`src/rtl/if_id_buffer_pkg.sv`:
```
// Shared definitions for the IF/ID boundary.
// Contents:
//   WORD_W      instruction and PC width
//   NOP_INSTR   all-zero instruction word (sll $0,$0,0), shown when no entry is valid
//   *_HI/*_LO   MIPS instruction field bit positions
//   *_W         matching field widths
package if_id_buffer_pkg;

   localparam int unsigned WORD_W = 32;
   localparam logic [WORD_W-1:0] NOP_INSTR = 32'h0;

   localparam int unsigned OPC_HI   = 31;
   localparam int unsigned OPC_LO   = 26;
   localparam int unsigned RS_HI    = 25;
   localparam int unsigned RS_LO    = 21;
   localparam int unsigned RT_HI    = 20;
   localparam int unsigned RT_LO    = 16;
   localparam int unsigned RD_HI    = 15;
   localparam int unsigned RD_LO    = 11;
   localparam int unsigned SHAMT_HI = 10;
   localparam int unsigned SHAMT_LO = 6;
   localparam int unsigned FUNCT_HI = 5;
   localparam int unsigned FUNCT_LO = 0;
   localparam int unsigned IMM_HI   = 15;
   localparam int unsigned IMM_LO   = 0;

   localparam int unsigned OPC_W   = OPC_HI - OPC_LO + 1;
   localparam int unsigned REG_W   = RS_HI - RS_LO + 1;
   localparam int unsigned SHAMT_W = SHAMT_HI - SHAMT_LO + 1;
   localparam int unsigned FUNCT_W = FUNCT_HI - FUNCT_LO + 1;
   localparam int unsigned IMM_W   = IMM_HI - IMM_LO + 1;

endpackage

```
`src/rtl/if_id_buffer_instr_field_split.sv`:
```
// Combinational splitter from a 32-bit MIPS instruction word to its fields.
// Shared with the decode stage.
// Ports:
//   instr_i   instruction word
//   opcode_o  [31:26]   rs_o [25:21]   rt_o [20:16]   rd_o [15:11]
//   shamt_o   [10:6]    funct_o [5:0]  imm_o [15:0]
module instr_field_split
   import if_id_buffer_pkg::*;
(
   input  logic [WORD_W-1:0]  instr_i,
   output logic [OPC_W-1:0]   opcode_o,
   output logic [REG_W-1:0]   rs_o,
   output logic [REG_W-1:0]   rt_o,
   output logic [REG_W-1:0]   rd_o,
   output logic [SHAMT_W-1:0] shamt_o,
   output logic [FUNCT_W-1:0] funct_o,
   output logic [IMM_W-1:0]   imm_o
);

   assign opcode_o = instr_i[OPC_HI:OPC_LO];
   assign rs_o     = instr_i[RS_HI:RS_LO];
   assign rt_o     = instr_i[RT_HI:RT_LO];
   assign rd_o     = instr_i[RD_HI:RD_LO];
   assign shamt_o  = instr_i[SHAMT_HI:SHAMT_LO];
   assign funct_o  = instr_i[FUNCT_HI:FUNCT_LO];
   assign imm_o    = instr_i[IMM_HI:IMM_LO];

endmodule

```
`src/rtl/if_id_buffer.sv`:
```
// IF/ID decoupling buffer: a small circular FIFO of {instr, pc} entries between
// fetch and decode with valid/ready handshakes on both sides, plus a flush that
// drops wrong-path instructions after a taken branch.
// Ports:
//   clk, rst            rising-edge clock, synchronous active-low reset
//   if_valid/if_ready   fetch-side handshake; if_instr, if_pc are the payload
//   flush               empty the buffer and ignore same-cycle push/pop
//   id_valid/id_ready   decode-side handshake on the head entry
//   id_instr, id_pc     head payload (zero when empty)
//   id_pc4              id_pc + 4 (zero when empty)
//   id_opcode..id_imm   MIPS fields of id_instr
//   count               number of occupied entries
// DEPTH must be a power of two >= 2; CW must satisfy 2**CW > DEPTH.
module if_id_buffer
   import if_id_buffer_pkg::*;
#(
   parameter int unsigned DEPTH = 2,
   parameter int unsigned CW    = 2
) (
   input  logic              clk,
   input  logic              rst,
   input  logic              if_valid,
   output logic              if_ready,
   input  logic [WORD_W-1:0] if_instr,
   input  logic [WORD_W-1:0] if_pc,
   input  logic              flush,
   output logic              id_valid,
   input  logic              id_ready,
   output logic [WORD_W-1:0] id_instr,
   output logic [WORD_W-1:0] id_pc,
   output logic [WORD_W-1:0] id_pc4,
   output logic [5:0]        id_opcode,
   output logic [4:0]        id_rs,
   output logic [4:0]        id_rt,
   output logic [4:0]        id_rd,
   output logic [4:0]        id_shamt,
   output logic [5:0]        id_funct,
   output logic [15:0]       id_imm,
   output logic [CW-1:0]     count
);

   localparam int unsigned PW = (DEPTH > 1) ? $clog2(DEPTH) : 1;
   typedef logic [PW-1:0] ptr_t;

   logic [WORD_W-1:0] instr_mem_q [DEPTH];
   logic [WORD_W-1:0] pc_mem_q    [DEPTH];

   ptr_t          wr_ptr_q, wr_ptr_d;
   ptr_t          rd_ptr_q, rd_ptr_d;
   logic [CW-1:0] count_q, count_d;

   logic push, pop;

   // Ready comes from registered occupancy only, so decode stalls never form a
   // combinational path back into fetch.
   assign if_ready = (count_q != CW'(DEPTH));
   assign id_valid = (count_q != '0);

   assign push = if_valid & if_ready & ~flush;
   assign pop  = id_valid & id_ready & ~flush;

   always_comb begin
      wr_ptr_d = wr_ptr_q;
      rd_ptr_d = rd_ptr_q;
      count_d  = count_q;
      if (flush) begin
         wr_ptr_d = '0;
         rd_ptr_d = '0;
         count_d  = '0;
      end else begin
         // DEPTH is a power of two, so pointer overflow is the wrap.
         if (push) wr_ptr_d = wr_ptr_q + ptr_t'(1);
         if (pop)  rd_ptr_d = rd_ptr_q + ptr_t'(1);
         case ({push, pop})
            2'b10:   count_d = count_q + CW'(1);
            2'b01:   count_d = count_q - CW'(1);
            default: count_d = count_q;
         endcase
      end
   end

   always_ff @(posedge clk) begin
      if (!rst) begin
         wr_ptr_q <= '0;
         rd_ptr_q <= '0;
         count_q  <= '0;
      end else begin
         wr_ptr_q <= wr_ptr_d;
         rd_ptr_q <= rd_ptr_d;
         count_q  <= count_d;
      end
   end

   // Entry storage is not reset; occupancy alone decides what is visible.
   always_ff @(posedge clk) begin
      if (rst && push) begin
         instr_mem_q[wr_ptr_q] <= if_instr;
         pc_mem_q[wr_ptr_q]    <= if_pc;
      end
   end

   // Empty buffer presents an all-zero NOP so decode sees harmless fields.
   assign id_instr = id_valid ? instr_mem_q[rd_ptr_q] : NOP_INSTR;
   assign id_pc    = id_valid ? pc_mem_q[rd_ptr_q]    : '0;
   assign id_pc4   = id_valid ? (id_pc + 32'd4)       : '0;
   assign count    = count_q;

   instr_field_split u_split (
      .instr_i  (id_instr),
      .opcode_o (id_opcode),
      .rs_o     (id_rs),
      .rt_o     (id_rt),
      .rd_o     (id_rd),
      .shamt_o  (id_shamt),
      .funct_o  (id_funct),
      .imm_o    (id_imm)
   );

endmodule

```
`config.mk`:
```
export PLATFORM = sky130hd
export DESIGN_NAME = if_id_buffer
export DESIGN_NICKNAME = d
export VERILOG_FILES = /design/src/rtl/if_id_buffer_pkg.sv /design/src/rtl/if_id_buffer_instr_field_split.sv /design/src/rtl/if_id_buffer.sv
export SDC_FILE = /design/constraint.sdc
export NUM_CORES = 1
export LEC_CHECK = 0
export ABC_AREA = 1
export ABC_CLOCK_PERIOD_IN_PS = 8000
export CAP_MARGIN = 20
export CORE_ASPECT_RATIO = 1.4
export CORE_MARGIN = 1.5
export CORE_UTILIZATION = 45
export CTS_BUF_LIST = sky130_fd_sc_hd__clkbuf_16
export CTS_CLUSTER_DIAMETER = 200
export DETAILED_ROUTE_END_ITERATION = 12
export HOLD_SLACK_MARGIN = 0.05
export PLACE_DENSITY = 0.87
export SYNTH_ARGS = -nofsm -noshare
export SYNTH_HDL_FRONTEND = slang
export SYNTH_SLANG_ARGS = --single-unit
```
`constraint.sdc`:
```
create_clock -name clk -period 8 [get_ports clk]
set_input_delay 1.6 -clock clk [delete_from_list [all_inputs] [get_ports clk]]
set_output_delay 1.6 -clock clk [all_outputs]
set_load 0.01 [all_outputs]
```
==> flow_summary.json, run 1 <==
{
  "drv_cap": 0,
  "cts-root-buf": "clkbuf_16",
  "cts_made_buffers": 17,
  "fill_cells": 1076,
  "netlist_area_mm2": 0.006457,
  "yosys.cell_types.count": 27,
  "drtIter0Drc": 276,
  "cellLeakagePower_nw": 3.514,
  "postCtsSetupRepairBufs": 0,
  "overflow": 0,
  "p_int_mw": 1.338,
  "dp_hpwl_um": 10680,
  "final_max_slew_viol_count": 0,
  "grt_start_max_net_pins": 66,
  "pwr-share-clk": 0.450,
  "ant_nets": 0,
  "min_period_ns": 5.151,
  "grt_usage": 0.1988,
  "pwr-share-comb": 0.084,
  "grt_util_met2": 0.3904,
  "cp.arrival_ns": 3.55,
  "fmax_mhz": 194.1,
  "grt_setup_unrepaired": "false",
  "wl_per_cell_um": 14.62,
  "start_util": 0.4621,
  "vias": 4942,
  "die_x_um": 104.2,
  "grt_first_pass_wirelength_um": 23090,
  "hold_path_class": "flip-flop to flip-flop",
  "drtPass1Iterations": 5,
  "die_h_um": 144.7,
  "switchingPower_mw": 0.3387,
  "startpoint_type": "flip-flop",
  "p_per_area_mw_per_mm2": 186.1,
  "clock_skew_ns": 0.005776,
  "max_slew_margin": 0.4169,
  "cp.buffers_inverters": 4,
  "rows": 51,
  "drive_gt1_frac": 0.06933,
  "grt_pass1_vias": 4884,
  "setup_slack_ns": 2.849,
  "ir_worst_vdd_uv": 149.7,
  "finalHoldViolCount": 0,
  "htreeDepth": 4,
  "ys_ff_latch": 133,
  "crit_path_end_kind": "primary output",
  "avgSynthCellArea_um2": 9.638,
  "postCtsHoldBufs": 0,
  "design_area_mm2": 0.009009,
  "core_mm2": 0.01397,
  "routabilityCongestion": 0.9250,
  "clockBufferDepth": 2,
  "syn_inst": 670,
  "antenna_cells": 0,
  "grt_use_met1": 0.2017,
  "tightest_slew_ns": 0.8746,
  "post_cts_resized": 0,
  "die-area_mm2": 0.01509,
  "fin_nets": 910,
  "crit_required_ns": 6.40,
  "crit_path_frequent_cell": "nor2_1",
  "clock_latency_ns": 0.39,
  "place.port_buffers": 216,
  "cp_max_fo": 55,
  "period_share": 0.6439,
  "ys_warn_count": 0,
  "routed_wl_um": 15140,
  "busiest_layer": "met2",
  "cts_sinks": 133,
  "seqPwrFrac": 0.466,
  "io_pins": 217,
  "areaGrowthSynthToFinish_pct": 39.51,
  "place_area_mm2": 0.008402,
  "fin_tns_setup_ns": 0,
  "vias_per_cell": 4.770,
  "drc": 0,
  "switching_share": 0.2020,
  "critical_path.max_stage_delay_ns": 0.54,
  "use_met3": 0.04478,
  "ys_seq_area_frac": 0.6107,
  "cts_tree": "done",
  "finalSetupViolations": 0,
  "path_delay_family": "buffers and inverters",
  "final_cells": 1036,
  "place_ws_ns": 3.234,
  "status": "finished, final reports clean",
  "antenna_found_initial": 1,
  "dp_cells": 1004,
  "clk_pin_slew_worst_paths_ns": 0.06,
  "timing_worst_setup_path_type": "flip-flop to primary output",
  "final-seq-area_mm2": 0.003945,
  "rrSetupSlack_ns": 5.52,
  "path_cells": "nor2_4 -> buf_4 -> inv_4 -> nand2_1 -> inv_1 -> ha_1 -> nand3_1 -> nor2_2 -> nand3_1 -> nor2_1 -> nor2_1 -> nor2_1 -> clkdlybuf4s50_1",
  "synth.net_count": 741,
  "cpMaxStageDelayCell": "clkdlybuf4s50_1",
  "multiInputGateArea_mm2": 0.001802
}
## layout by cell type, fill, tap and decap left out
cell             Yosys  layout
nand2_1            230     230
clkdlybuf4s50_1      0     216
edfxtp_1           128     128
inv_1               53      54
nor2_1              49      49
nand3_1             41      41
a21oi_1             41      41
clkbuf_16            0      17
xor2_1              13      13
nor2_2               8       8
inv_2                5       5
o21ai_0              5       5
buf_4               53       5
dfxtp_1              5       4
nor2_4               3       3
bufinv_16            0       3
clkinvlp_4           0       3
clkinv_2             0       3
nor3_1               4       2
o21ai_1              2       2
nand2_2              2       2
nand4_1              2       2
nor3_2               0       2
ha_1                 2       2
clkinv_4             0       2
inv_4                1       1
a21oi_2              1       1
nand3_2              1       1
and2_1               1       1
and3_1               1       1
dfxtp_2              0       1
clkinv_1             0       1
inv_6                0       1
buf_12               0       1
## metrics by stage
| step | util | hold WS [ns] | total power, mW |
|---|---|---|---|
| after global placement | 0.6012 | 0.4564 | 0.9313 |
| final | 0.6446 | 0.4821 | 1.677 |
| after detailed placement | 0.6012 | 0.4690 | 0.9361 |
| after global routing | 0.6446 | 0.4976 | 1.733 |
| after CTS | 0.6432 | 0.4796 | 1.691 |
| after floorplan | - | 0.4474 | 0.8586 |
## Yosys cell counts
library cell / number / share of area
a21oi_1: 41 / 0.032
a21oi_2: 1 / 0.0014
and2_1: 1 / 0.00097
and3_1: 1 / 0.00097
buf_1: 4 / 0.0023
buf_2: 5 / 0.0039
buf_4: 53 / 0.062
buf_6: 3 / 0.0052
clkbuf_1: 7 / 0.0041
dfxtp_1: 5 / 0.016
edfxtp_1: 128 / 0.60
ha_1: 2 / 0.0039
inv_1: 53 / 0.031
inv_2: 5 / 0.0029
inv_4: 1 / 0.00097
nand2_1: 230 / 0.13
nand2_2: 2 / 0.0019
nand3_1: 41 / 0.032
nand3_2: 1 / 0.0016
nand4_1: 2 / 0.0019
nor2_1: 49 / 0.028
nor2_2: 8 / 0.0078
nor2_4: 3 / 0.0052
nor3_1: 4 / 0.0031
o21ai_0: 5 / 0.0039
o21ai_1: 2 / 0.0016
xor2_1: 13 / 0.018
## power by group through the flow
stage          Clock (mW)  Sequential [mW]  Combinational (mW)
2_1_floorplan           0            0.798              0.0610
3_3_place_gp            0            0.795               0.136
3_5_place_dp            0            0.796               0.140
4_1_cts             0.769            0.782               0.141
5_1_grt             0.799            0.782               0.151
6_report            0.755            0.782               0.140
## final timing paths
kind | startpoint | endpoint | depth (start not counted)
worst max-delay path | count[1]$_SDFFE_PP0P_ | id_pc4[24] | 13
worst min-delay path | rd_ptr_q$_SDFFE_PP0P_ | flip-flop | 2
worst max register to register | count[1]$_SDFFE_PP0P_ | count[1]$_SDFFE_PP0P_ | 10
worst min register to register | rd_ptr_q$_SDFFE_PP0P_ | flip-flop | 2
## registers in the layout (all words and copies together) (netlist names), named ones only
signal,cells
instr_mem_q,64
pc_mem_q,64
count,2
rd_ptr_q,1
wr_ptr_q,1
## area by class of cell
cell class	count	area share
Clock inverter	14	0.01792
Inverter	59	0.02486
Clock buffer	17	0.04722
Sequential cell	133	0.4379
Timing Repair Buffer	222	0.2464
Multi-Input combinational cell	406	0.2000
Tap cell	185	0.02569
## routing by layer
metal	vias up	wire length (µm)
met5	-	0
met4	0	348
met3	20	755
met2	177	8436
met1	2272	5603
li1	2473	-
## worst reg2reg max path: stages (launching register included)
cell and delay (ns):
dfxtp_1 0.36, nor2_4 0.11, buf_4 0.47, inv_4 0.35, nand2_1 0.23, nor2_1 0.08, ha_1 0.31, a21oi_1 0.14
o21ai_0 0.12, xor2_1 0.15, nor2_1 0.05
## logic make-up after synthesis
kind of cell             after synthesis  synth area share
adder cells (fa/ha/maj)                2          0.003875
flip-flops                           133            0.6107
AND/OR/NAND/NOR                      342            0.2174
XOR/XNOR                              13           0.01763
buffers and inverters                131            0.1118
AO/OA/AOI/OAI                         49           0.03856
Power figures use the tool's default switching activity.
==> run 2, diff against run 1 <==
--- a/config.mk
+++ b/config.mk
@@ -6,7 +6,7 @@
 export NUM_CORES = 1
 export LEC_CHECK = 0
 export ABC_AREA = 1
-export ABC_CLOCK_PERIOD_IN_PS = 8000
+export ABC_CLOCK_PERIOD_IN_PS = 4750
 export CAP_MARGIN = 20
 export CORE_ASPECT_RATIO = 1.4
 export CORE_MARGIN = 1.5
==> constraint.sdc (replaced) <==
create_clock -name clk -period 4.75 [get_ports clk]
set_input_delay 0.95 -clock clk [delete_from_list [all_inputs] [get_ports clk]]
set_output_delay 0.95 -clock clk [all_outputs]
set_load 0.01 [all_outputs]
==> run 2 against run 1 <==
- combinational power increased by 68%
- critical path depth increased by 3
- count of clock-buffer cells in the layout is the same
- largest power group unchanged
- clock power rose by 52%
- critical endpoint is now id_pc4[22]
- die area stayed put
- sequential power is 69% higher
- clock skew barely moved
- via count grew 0.69%
- worst setup slack worse by 2.2 ns
==> flow_summary.json, run 2 (same netlist as run 1, synthesis figures left out) <==
{
  "status": "finished, final reports clean",
  "antenna_found_initial": 0,
  "path_delay_family": "simple AND/OR/NAND/NOR gates",
  "grt_usage": 0.1978,
  "vias": 4976,
  "cts_made_buffers": 17,
  "clk_pin_slew_worst_paths_ns": 0.06,
  "drtIter0Drc": 283,
  "core_mm2": 0.01397,
  "path_cells": "inv_2 -> buf_4 -> nand2_1 -> nand2_1 -> nand2_1 -> inv_1 -> ha_1 -> nand3_1 -> nor2_2 -> nand2_2 -> nor2_4 -> nand2_1 -> nand2_1 -> nand2_1 -> inv_1 -> clkdlybuf4s50_1",
  "start_util": 0.4621,
  "hold_path_class": "flip-flop to flip-flop",
  "utilization": 0.6405,
  "cpMaxStageDelayCell": "clkdlybuf4s50_1",
  "tightest_slew_ns": 0.8523,
  "cellLeakagePower_nw": 3.476,
  "crit_cells": 16,
  "grt_first_pass_wirelength_um": 23190,
  "cts_tree": "done",
  "dp_hpwl_um": 10920,
  "fin_nets": 911,
  "post_cts_resized": 0,
  "place.port_buffers": 216,
  "clock_latency_ns": 0.40,
  "vias_per_cell": 4.794,
  "die_h_um": 144.7,
  "drtPass1Iterations": 4,
  "cp.buffers_inverters": 5,
  "drc": 0,
  "hold-worst-slack_ns": 0.4962,
  "timing_worst_setup_path_type": "flip-flop to primary output",
  "grt_start_max_net_pins": 65,
  "htreeDepth": 4,
  "clock_skew_ns": 0.006116,
  "postCtsSetupRepairBufs": 0,
  "cp_max_fo": 23,
  "worstHoldPathCells": 2,
  "cts-root-buf": "clkbuf_16",
  "crit_path_frequent_cell": "nand2_1",
  "crit_required_ns": 3.80,
  "dp_cells": 1006,
  "fmax_mhz": 242.7,
  "final_cells": 1038,
  "critical_path.max_stage_delay_ns": 0.52,
  "die-area_mm2": 0.01509,
  "final_common_cell": "nand2_1",
  "finalHoldViolCount": 0,
  "grt_setup_unrepaired": "false",
  "ant_nets": 0,
  "grt_pass1_vias": 4955,
  "min_period_ns": 4.120,
  "p_per_area_mw_per_mm2": 301.4,
  "io_pins": 217,
  "fill_cells": 1063,
  "wl_per_cell_um": 14.54,
  "finalSetupViolations": 0,
  "areaGrowthSynthToFinish_pct": 38.62,
  "final_cell_mix": "nand2_1 (230), clkdlybuf4s50_1 (216), edfxtp_1 (128)",
  "cts_sinks": 133,
  "cp.arrival_ns": 3.17,
  "startpoint_type": "flip-flop",
  "final_max_slew_viol_count": 0,
  "setup_slack_ns": 0.6301,
  "postCtsHoldBufs": 0,
  "die_x_um": 104.2,
  "r2r_cells": 9,
  "crit_path_end_kind": "primary output",
  "drive_gt1_frac": 0.07151,
  "place_ws_ns": 1.029,
  "drv_cap": 0,
  "overflow": 0,
  "period_share": 0.8674,
  "antenna_cells": 0,
  "rows": 51,
  "ir_worst_vdd_uv": 257.6,
  "clockBufferDepth": 2,
  "routed_wl_um": 15090,
  "routabilityCongestion": 0.8733,
  "max_slew_margin": 0.4318
}
## run 2: cell types whose count changed in the layout (fill, tap and decap cells not counted)
cell	delta
clkinv_4	-1
buf_12	-1
clkinv_2	-2
buf_4	+2
clkinvlp_4	+4
clkinv_1	-1
bufinv_16	-3
inv_6	+3
inv_1	+1
## run 2: metrics by stage
stage	total power [mW]	setup TNS, ns	cell area, µm²
2_1_floorplan	1.446	-167.52	6457
3_3_place_gp	1.570	0	8417
3_5_place_dp	1.577	0	8417
4_1_cts	2.720	0	8951
5_1_grt	2.791	0	8951
6_report	2.698	0	8951
## run 2: worst paths after layout
| kind | start | endpoint | slack, ns |
|---|---|---|---|
| hold reg to reg | rd_ptr_q$_SDFFE_PP0P_ | rd_ptr_q$_SDFFE_PP0P_ | 0.50 |
| hold / removal | rd_ptr_q$_SDFFE_PP0P_ | rd_ptr_q$_SDFFE_PP0P_ | 0.50 |
| setup reg to reg | count[1]$_SDFFE_PP0P_ | count[1]$_SDFFE_PP0P_ | 2.72 |
| setup / recovery | flip-flop | id_pc4[22] | 0.63 |
## run 2: worst reg2reg max path: stages (launching register included)
cell and delay (ns):
dfxtp_1 0.43, nor2_4 0.08, inv_4 0.36, nand2_1 0.22
nor2_1 0.14, ha_1 0.26, a21oi_1 0.11, o21ai_0 0.11
xor2_1 0.16, nor2_1 0.05
## run 2: report_power, final
part | switching, mW | internal, mW | total, mW
registers | 0.00625 | 1.31 | 1.32
clock network | 0.479 | 0.667 | 1.15
logic | 0.110 | 0.124 | 0.235
## run 2: final cells by class
cell class,count,area (µm²),share of cell area
Sequential cell,133,3945,0.4407
Clock buffer,17,425.4,0.04753
Timing Repair Buffer,223,2215,0.2474
Clock inverter,15,108.9,0.01216
Tap cell,185,231.5,0.02586
Multi-Input combinational cell,406,1802,0.2013
Inverter,59,224.0,0.02502
## run 2: routing by layer
metal  GRT usage  up-vias  wire length [µm]
met5           0        -                 0
met2      0.3865      178              8345
li1            -     2479                 -
met4     0.07091        0               254
met3     0.04568       19               825
met1      0.2067     2300              5665
